==> src/rtl/multiply_unit.sv <==
// RV32M iterative shift-add multiplier: 32 BUSY steps, result and ready 33 edges after en is first seen.
// Holds result in DONE until advance; flush or reset abandons the operation at any point.
module multiply_unit (
  input  logic        clk,
  input  logic        rst,
  input  logic        en,
  input  logic [1:0]  op,
  input  logic [31:0] a,
  input  logic [31:0] b,
  input  logic        advance,
  input  logic        flush,
  output logic        ready,
  output logic [31:0] result
);

  localparam logic [1:0] IDLE = 2'b00;
  localparam logic [1:0] BUSY = 2'b01;
  localparam logic [1:0] DONE = 2'b10;

  localparam logic [1:0] OP_MUL   = 2'b00;
  localparam logic [1:0] OP_MULH  = 2'b01;
  localparam logic [1:0] OP_MULHU = 2'b11;

  logic [1:0]  state_q, state_d;
  logic [1:0]  op_q, op_d;
  logic [31:0] mcand_q, mcand_d;
  logic [31:0] mplier_q, mplier_d;
  logic        neg_q, neg_d;
  logic [63:0] acc_q, acc_d;
  logic [4:0]  cnt_q, cnt_d;
  logic [31:0] result_q, result_d;
  logic        ready_q, ready_d;

  logic        a_neg, b_neg;
  logic [31:0] a_mag, b_mag;
  logic [63:0] step_add, acc_step, prod;

  always_comb begin
    // Magnitudes of the raw operands; 0x80000000 maps to itself as an unsigned value.
    a_neg    = (op != OP_MULHU) && a[31];
    b_neg    = ((op == OP_MUL) || (op == OP_MULH)) && b[31];
    a_mag    = a_neg ? (~a + 32'd1) : a;
    b_mag    = b_neg ? (~b + 32'd1) : b;
    step_add = mplier_q[cnt_q] ? ({32'd0, mcand_q} << cnt_q) : 64'd0;
    acc_step = acc_q + step_add;
    prod     = neg_q ? (~acc_step + 64'd1) : acc_step;

    state_d  = state_q;
    op_d     = op_q;
    mcand_d  = mcand_q;
    mplier_d = mplier_q;
    neg_d    = neg_q;
    acc_d    = acc_q;
    cnt_d    = cnt_q;
    result_d = result_q;

    case (state_q)
      IDLE: begin
        if (en && !flush) begin
          state_d  = BUSY;
          op_d     = op;
          mcand_d  = a_mag;
          mplier_d = b_mag;
          neg_d    = a_neg ^ b_neg;
          acc_d    = 64'd0;
          cnt_d    = 5'd0;
        end
      end
      BUSY: begin
        if (flush || !en) begin
          state_d = IDLE;
        end else begin
          acc_d = acc_step;
          cnt_d = cnt_q + 5'd1;
          if (cnt_q == 5'd31) begin
            state_d  = DONE;
            result_d = (op_q == OP_MUL) ? prod[31:0] : prod[63:32];
          end
        end
      end
      DONE: begin
        if (flush || advance) begin
          state_d = IDLE;
        end
      end
      default: state_d = IDLE;
    endcase

    ready_d = (state_d == DONE);
  end

  always_ff @(posedge clk) begin
    if (rst) begin
      state_q  <= IDLE;
      op_q     <= 2'b00;
      mcand_q  <= 32'd0;
      mplier_q <= 32'd0;
      neg_q    <= 1'b0;
      acc_q    <= 64'd0;
      cnt_q    <= 5'd0;
      result_q <= 32'd0;
      ready_q  <= 1'b0;
    end else begin
      state_q  <= state_d;
      op_q     <= op_d;
      mcand_q  <= mcand_d;
      mplier_q <= mplier_d;
      neg_q    <= neg_d;
      acc_q    <= acc_d;
      cnt_q    <= cnt_d;
      result_q <= result_d;
      ready_q  <= ready_d;
    end
  end

  assign ready  = ready_q;
  assign result = result_q;

endmodule

==> config.mk <==
export PLATFORM = sky130hd
export DESIGN_NAME = multiply_unit
export DESIGN_NICKNAME = d
export VERILOG_FILES = /design/src/rtl/multiply_unit.sv
export SDC_FILE = /design/constraint.sdc
export NUM_CORES = 1
export LEC_CHECK = 0
export ABC_CLOCK_PERIOD_IN_PS = 20500
export BUFFER_PORTS_ARGS = -buffer_cell sky130_fd_sc_hd__buf_2
export CORE_AREA = 4 4 237 239
export CTS_CLUSTER_DIAMETER = 150
export DETAILED_ROUTE_END_ITERATION = 7
export DIE_AREA = 0 0 241 243
export PLACE_DENSITY = 0.48
export SETUP_SLACK_MARGIN = 0.1
export SYNTH_ARGS = -nofsm -noshare
export SYNTH_HDL_FRONTEND = slang
export SYNTH_SLANG_ARGS = --single-unit
==> constraint.sdc <==
create_clock -name clk -period 20.5 [get_ports clk]
set_clock_uncertainty 0.1 [all_clocks]
set_input_delay 4.1 -clock clk [delete_from_list [all_inputs] [get_ports clk]]
set_output_delay 4.1 -clock clk [all_outputs]
set_load 0.005 [all_outputs]
==> summary.md, run 1 <==
## Worst setup path
- 20.79 ns — data required time at the worst endpoint
- register — CP endpoint kind
- reg2reg — Critical Setup Path Class
- 1.05 ns — worst stage delay on the critical path
- 1 — number of buffers and inverters on the critical path
- mux4_2 > mux4_2 > nand2b_1 > and2_0 > buf_4 > nor2_1 > ha_1 > nand4_1 > nor4_1 > o211ai_1 > and2_1 > a21boi_0 > o221ai_1 > or3_4 > or4_4 > o41ai_4 > o21ai_1 > xnor2_1 > o21ai_1 — CP cell instances
- sky130_fd_sc_hd__dfxtp_2 — critical-path cell with the highest stage delay
- 8.66 ns — signal arrival time at the worst endpoint
- 51 — crit-path max FO
- simple AND/OR/NAND/NOR gates — largest delay contributor family on the critical path
- register — Critical Path Start Type

## Synthesis
- 2,380 — Mapped Nets
- 0 — count of flip-flops with a built-in enable after synthesis
- sky130_fd_sc_hd__dfxtp_1 — cell taking the most area after synthesis
- 0% — FFs w/ async S/R, synth
- 20.7% — share of synthesized area occupied by flip-flops and latches
- 99 — number of distinct standard cells referenced by the synthesized netlist
- sky130_fd_sc_hd__dfxtp_1 (21%), sky130_fd_sc_hd__nor2_1 (7.6%), sky130_fd_sc_hd__a21oi_1 (5.2%) — top area cells in the synthesized netlist
- 171 — total of flip-flops plus latches after synthesis
- 0 — total of warnings raised by yosys
- 7.39 um^2 — syn_area_per_cell
- 20.7% — Yosys top cell area share
- sky130_fd_sc_hd__dfxtp_1 — Post-synth top flop
- 2,240 — Syn Inst Count
- 16,600 um^2 — cell area after technology mapping

## CTS
- yes — TritonCTS clock tree
- 0 — number of setup buffers added after CTS
- 0 — number of hold buffers added after cts
- 2 — maximum number of buffers from clock root to sink
- 0.51 ns — latest clock arrival within the worst-skew pair
- 0 — post-cts resize count
- 4 — number of H-tree levels
- sky130_fd_sc_hd__clkbuf_16 — Root Buffer Master
- 171 — sink count of the clock tree
- 17 — number of CTS-inserted buffers
- 0.09 ns — clk slew on worst S/H paths

## Pwr
- 0.00696 uW — Lkg Pwr
- 0.0681 mV — Peak supply drop
- 48.3 nW/um^2 — power per cell area

## Layout
- sky130_fd_sc_hd__nor2_1 — commonest non-fill, non-tap cell in the layout
- sky130_fd_sc_hd__nor2_1 (331), sky130_fd_sc_hd__nand2_1 (185), sky130_fd_sc_hd__a21oi_1 (172), sky130_fd_sc_hd__dfxtp_1 (166), sky130_fd_sc_hd__o21ai_0 (110) — leading cell types in the layout, fill and taps excluded
- 2,373 — NumNets Final
- 10.1% — synthesis-to-layout area growth
- 12.6% — fraction of final layout cells sized beyond drive strength 1
- 5,801 — Filler Cell Count

## Routing
- 24.5 um — detailed-route wire length per cell
- 0 — Post-route DRC
- 17.7k — Via Count
- 1,585 — initial detailed-routing violation count
- 8 — number of optimization iterations in the first detailed-route pass
- 72.2 mm — drt total wl
- 6.02 — DR vias/cell
- 0 — number of nets still failing antenna checks after routing

## Die
- 104 — I/O pin count
- 58,600 um^2 — Die Footprint
- 30.8% — initial core utilization
- 243 um — die height
- 53,800 um^2 — floorplan core area
- 241 um — Die W
- 85 — site row count

## Place
- 103 — number of input and output port buffers inserted
- 0.965 — weighted congestion at the end of routability-driven global placement
- 57.2 mm — final HPWL from detailed placement

## Global route
- 2 — initial antenna violation count
- 0 — Congestion Overflow GR
- 104 — largest net degree at the start of global routing
- 16.8k — vias in the first global route
- 108 mm — first-pass GRT wire length
- 24.1% — Overall Global Routing Usage

## Run
- 0 — Max-cap violations

## STA
- 0.363 ns — Worst Hold Slack
- 18.5% — normalized max-slew margin
- 0 — number of pins exceeding their max-slew limit in the final report
- 40.8% — share of the clock period used by the worst path after layout
- no — setup repair after global routing missed its margin
- 8.37 ns — minimum clock period
- 0 — Fin. Hold Viols
- 1.21 ns — worst slew pin tran
- 0.120 GHz — f_max
- 0 ns — total negative setup slack
- 0 — number of setup violations in the final report

## Status
- complete, no violations — result of the run

## Min path
- reg2reg — Tightest Hold Check Type

## report_power, final
part | internal (uW) | switching, uW
clock | 191 | 187
sequential | 341 | 8.41
combinational | 55.2 | 97.6
## path summary, 6_finish.rpt
check        startpoint         end  slack, ns  depth (start not counted)
min reg2reg    acc_q[0]    acc_q[0]       0.36                          2
max reg2reg    cnt_q[1]  result[16]      12.13                         19
max            cnt_q[1]  result[16]      12.13                         19
min            acc_q[0]    acc_q[0]       0.36                          2
## sequential cells by signal (all words and copies together) (netlist names)
signal and cells:
neg_q 1, cnt_q 5, mcand_q 32, acc_q 64
ready 1, op_q 2, mplier_q 32, result 32
state_q 2
## synth_stat cells, drive strengths merged (14+ instances only)
master and number:
nand2b 14, or3 31, xnor2 61, o211ai 18, a21oi 180, mux2 31
dfxtp 171, o21ai 135, nor3 67, a22oi 79, nand3 40, mux4 33
ha 68, nor2 333, a211oi 76, nor2b 16, nand2 187, or2 14
a31oi 20, mux2i 45, and2 23, a21o 34, o21a 24, o31ai 29
inv 40, xor2 51, and3 19, clkbuf 128, buf 28, nor4 25
nand4 48
## worst register-to-register path, stage by stage, from the launching register on
cell	delay, ns
sky130_fd_sc_hd__dfxtp_2	1.05
sky130_fd_sc_hd__mux4_2	0.42
sky130_fd_sc_hd__mux4_2	0.49
sky130_fd_sc_hd__nand2b_1	0.41
sky130_fd_sc_hd__and2_0	0.20
sky130_fd_sc_hd__buf_4	0.38
sky130_fd_sc_hd__nor2_1	0.19
sky130_fd_sc_hd__ha_1	0.49
sky130_fd_sc_hd__nand4_1	0.22
sky130_fd_sc_hd__nor4_1	0.51
sky130_fd_sc_hd__o211ai_1	0.52
sky130_fd_sc_hd__and2_1	0.40
sky130_fd_sc_hd__a21boi_0	0.31
sky130_fd_sc_hd__o221ai_1	0.40
sky130_fd_sc_hd__or3_4	0.47
sky130_fd_sc_hd__or4_4	0.60
sky130_fd_sc_hd__o41ai_4	0.47
sky130_fd_sc_hd__o21ai_1	0.16
sky130_fd_sc_hd__xnor2_1	0.37
sky130_fd_sc_hd__o21ai_1	0.10
## per-stage QoR
stage,cell area (um^2),utilization [%],total power (uW),cells,setup WS (ns)
2_1_floorplan,16600,-,455,2240,13.71
3_3_place_gp,17600,32.6,508,2910,12.41
3_5_place_dp,17600,32.6,508,2910,12.32
4_1_cts,18200,33.9,890,2942,12.29
5_1_grt,18200,33.9,915,2942,11.86
6_report,18200,33.9,880,2943,12.13
## logic make-up (layout without fill, tap and decap cells)
group | count (synthesis) | in the layout | synth area share, %
other | 0 | 1 | 0
and+or+nand+nor | 864 | 864 | 25.1
buffers and inverters | 197 | 203 | 4.71
xor gates and xnor gates | 112 | 112 | 5.93
DFF | 171 | 171 | 20.7
AOI/OAI and AO/OA | 718 | 718 | 29.0
adders and majority gates | 69 | 69 | 5.26
muxes | 109 | 109 | 9.32
## cell type report
class	count	area (um^2)	area share, %
clock buffer	17	425	2.33
multi-input combinational	1872	12400	67.9
sequential	171	3430	18.8
tap	696	871	4.78
inverter	41	154	0.844
timing repair buffer	130	721	3.95
clock inverter	15	241	1.32
antenna	1	2.50	0.0137
## per-layer routing
layer  vias to the layer above  global-route usage [%]  routed length [um]
met3                       152                    5.10                5210
met5                         -                       0                  12
li1                       8361                       -                   -
met1                      8499                    32.8               32300
met2                       710                    38.0               32200
met4                         2                    8.24                2510
Note: power is estimated with default switching activity, not from simulation.
==> inputs of run 2 (changes only) <==
--- a/config.mk
+++ b/config.mk
@@ -5,13 +5,13 @@
 export SDC_FILE = /design/constraint.sdc
 export NUM_CORES = 1
 export LEC_CHECK = 0
-export ABC_CLOCK_PERIOD_IN_PS = 20500
+export ABC_CLOCK_PERIOD_IN_PS = 6700
 export BUFFER_PORTS_ARGS = -buffer_cell sky130_fd_sc_hd__buf_2
 export CORE_AREA = 4 4 237 239
 export CTS_CLUSTER_DIAMETER = 150
 export DETAILED_ROUTE_END_ITERATION = 7
 export DIE_AREA = 0 0 241 243
-export PLACE_DENSITY = 0.48
+export PLACE_DENSITY = 0.5
 export SETUP_SLACK_MARGIN = 0.1
 export SYNTH_ARGS = -nofsm -noshare
 export SYNTH_HDL_FRONTEND = slang
==> constraint.sdc (replaced) <==
create_clock -name clk -period 6.7 [get_ports clk]
set_clock_uncertainty 0.1 [all_clocks]
set_input_delay 1.34 -clock clk [delete_from_list [all_inputs] [get_ports clk]]
set_output_delay 1.34 -clock clk [all_outputs]
set_load 0.005 [all_outputs]
==> summary.md, run 2 (synthesis gave the netlist of run 1 again) <==
## CTS
- 17 — number of CTS-inserted buffers, unchanged
- sky130_fd_sc_hd__clkbuf_16 — Root Buffer Master
- 2 — maximum number of buffers from clock root to sink, unchanged
- 0.51 ns — latest clock arrival within the worst-skew pair, about the same
- yes — TritonCTS clock tree
- 0.08 ns — clk slew on worst S/H paths, about the same
- 4 — number of H-tree levels, unchanged
- 171 — sink count of the clock tree, unchanged

## STA
- 0 — number of pins exceeding their max-slew limit in the final report, unchanged
- 0.253 ns — crit path setup slack, layout, -11.88 ns
- 1.15 ns — worst slew pin tran, -0.0631 ns
- yes — setup repair after global routing missed its margin
- 6.45 ns — minimum clock period, -1.92 ns
- 0 — Fin. Hold Viols, unchanged
- 0 ns — total negative setup slack, unchanged
- 23.3% — normalized max-slew margin, +4.8 points
- 0.155 GHz — f_max, +30%
- 96.2% — share of the clock period used by the worst path after layout, +55 points
- 0 — number of setup violations in the final report, unchanged

## Layout
- 20,100 um^2 — post-route cell area, +11%
- 2,586 — NumNets Final, +9.0%
- 22.2% — fraction of final layout cells sized beyond drive strength 1, +9.6 points
- sky130_fd_sc_hd__nor2_1 (328), sky130_fd_sc_hd__buf_4 (237), sky130_fd_sc_hd__nand2_1 (184), sky130_fd_sc_hd__dfxtp_1 (166), sky130_fd_sc_hd__a21oi_1 (164) — leading cell types in the layout, fill and taps excluded
- 37.4% — final standard cell utilization of the core, +3.6 points
- 0 — Antenna Cells, -1
- 64 — max reg flops, unchanged
- 21.7% — synthesis-to-layout area growth
- sky130_fd_sc_hd__nor2_1 — commonest non-fill, non-tap cell in the layout
- 3430 um^2 — register area, +0.15%
- acc_q — register containing the most flip-flops in the final layout
- 5,737 — Filler Cell Count, -1.1%
- 12,700 um^2 — area used by multi-input combinational logic, +2.4%

## Die
- 30.8% — initial core utilization, unchanged
- 58,600 um^2 — Die Footprint, unchanged
- 104 — I/O pin count, unchanged
- 241 um — Die W, unchanged
- 243 um — die height, unchanged
- 53,800 um^2 — floorplan core area, unchanged
- 85 — site row count, unchanged

## Worst setup path
- 6.99 ns — data required time at the worst endpoint, -13.80 ns
- register — Critical Path Start Type
- 6.74 ns — signal arrival time at the worst endpoint, -1.92 ns
- reg2reg — Critical Setup Path Class
- register — CP endpoint kind
- 10 — crit-path max FO, -80%

## Global route
- 17.4k — vias in the first global route, +3.1%
- 0 — Congestion Overflow GR, unchanged
- 86 — largest net degree at the start of global routing, -17%
- 23.9% — Overall Global Routing Usage, -0.21 points
- 2 — initial antenna violation count, unchanged
- 108 mm — first-pass GRT wire length, -0.11%

## Routing
- 18.6k — Via Count, +4.7%
- 1,709 — initial detailed-routing violation count, +7.8%
- 0 — Post-route DRC, unchanged
- 5.88 — DR vias/cell, -2.3%
- 0 — number of nets still failing antenna checks after routing, unchanged
- 72.4 mm — drt total wl, +0.20%
- 6 — number of optimization iterations in the first detailed-route pass, -2
- 22.9 um — detailed-route wire length per cell, -6.5%

## Min path
- reg2reg — Tightest Hold Check Type

## Run
- 0 — Max-cap violations, unchanged

## Status
- complete, no violations — result of the run

## Place
- 57.8 mm — final HPWL from detailed placement, +1.0%
- -0.256 ns — pre-CTS worst setup slack, -12.57 ns
- 19,100 um^2 — Placed Instance Area, +9.0%
- 103 — number of input and output port buffers inserted, unchanged
- 0.999 — weighted congestion at the end of routability-driven global placement, +3.5%

## Pwr
- 2680 uW — total power after layout, +200%
- 0.203 mV — Peak supply drop, +200%
- 0.00805 uW — Lkg Pwr, +16%
- 133 nW/um^2 — power per cell area, +180%

==> run 2: changes by cell type in the layout (fill, tap and decap cells not counted), sizes merged <==
cell | previous run | this run
diode | 1 | 0
inv | 46 | 47
bufinv | 2 | 1
buf | 130 | 343
==> run 2: metrics by stage <==
| step | cells | hold WS, ns |
|---|---|---|
| floorplan | 2240 | 0.329 |
| global placement | 3115 | 0.331 |
| detailed placement | 3115 | 0.343 |
| CTS | 3149 | 0.359 |
| global route | 3155 | 0.390 |
| finish | 3155 | 0.351 |
==> run 2: area by class of cell <==
| class | count | share of cell area (%) |
|---|---|---|
| Clock buffer | 17 | 2.11 |
| Clock inverter | 15 | 1.00 |
| Inverter | 41 | 0.764 |
| Multi-Input combinational cell | 1872 | 62.9 |
| Sequential cell | 171 | 17.1 |
| Tap cell | 696 | 4.32 |
| Timing Repair Buffer | 343 | 11.8 |
==> run 2: timing repair <==
item / in CTS / in global routing
setup endpoints to repair: 24 / 26
pin swaps: 1 / 12
gates resized for setup: 13 / 68
hold buffers: 0 / 0
setup buffers: 2 / 6
==> run 2: routing by layer <==
| metal | track usage, % | wire, um | up-vias |
|---|---|---|---|
| met1 | 33.1 | 32700 | 8917 |
| li1 | - | - | 8810 |
| met2 | 37.5 | 32200 | 699 |
| met5 | 0 | 0 | - |
| met4 | 9.16 | 3190 | 0 |
| met3 | 3.52 | 4340 | 129 |
==> run 2: final timing paths <==
kind / start / endpoint / slack (ns) / cells past startpoint
setup reg to reg: cnt_q[0] / result[16] / 0.25 / 23
hold / removal: result[22] / result[22] / 0.35 / 2
setup / recovery: cnt_q[0] / result[16] / 0.25 / 23
hold reg to reg: result[22] / result[22] / 0.35 / 2
==> run 2: power breakdown <==
group	internal (uW)	switching, uW	leakage [uW]
clock network	542	565	0.000305
registers	1040	24.5	0.00139
logic	206	303	0.00635
total	1790	893	0.00805
==> run 2: critical path, cell delays in order (launching register included) <==
cell,delay (ns)
sky130_fd_sc_hd__dfxtp_4,0.43
sky130_fd_sc_hd__buf_4,0.18
sky130_fd_sc_hd__mux4_2,0.50
sky130_fd_sc_hd__mux4_2,0.47
sky130_fd_sc_hd__nand2_1,0.10
sky130_fd_sc_hd__and2_0,0.14
sky130_fd_sc_hd__buf_4,0.20
sky130_fd_sc_hd__a211oi_1,0.09
sky130_fd_sc_hd__buf_4,0.19
sky130_fd_sc_hd__ha_1,0.37
sky130_fd_sc_hd__buf_4,0.16
sky130_fd_sc_hd__nand4_1,0.21
sky130_fd_sc_hd__or4_4,0.56
sky130_fd_sc_hd__a31oi_4,0.18
sky130_fd_sc_hd__buf_4,0.17
sky130_fd_sc_hd__buf_4,0.11
sky130_fd_sc_hd__a311oi_1,0.20
sky130_fd_sc_hd__or3_4,0.46
sky130_fd_sc_hd__or3_1,0.40
sky130_fd_sc_hd__o41ai_4,0.39
sky130_fd_sc_hd__buf_4,0.21
sky130_fd_sc_hd__o21ai_1,0.09
sky130_fd_sc_hd__xnor2_1,0.31
sky130_fd_sc_hd__o21ai_1,0.10
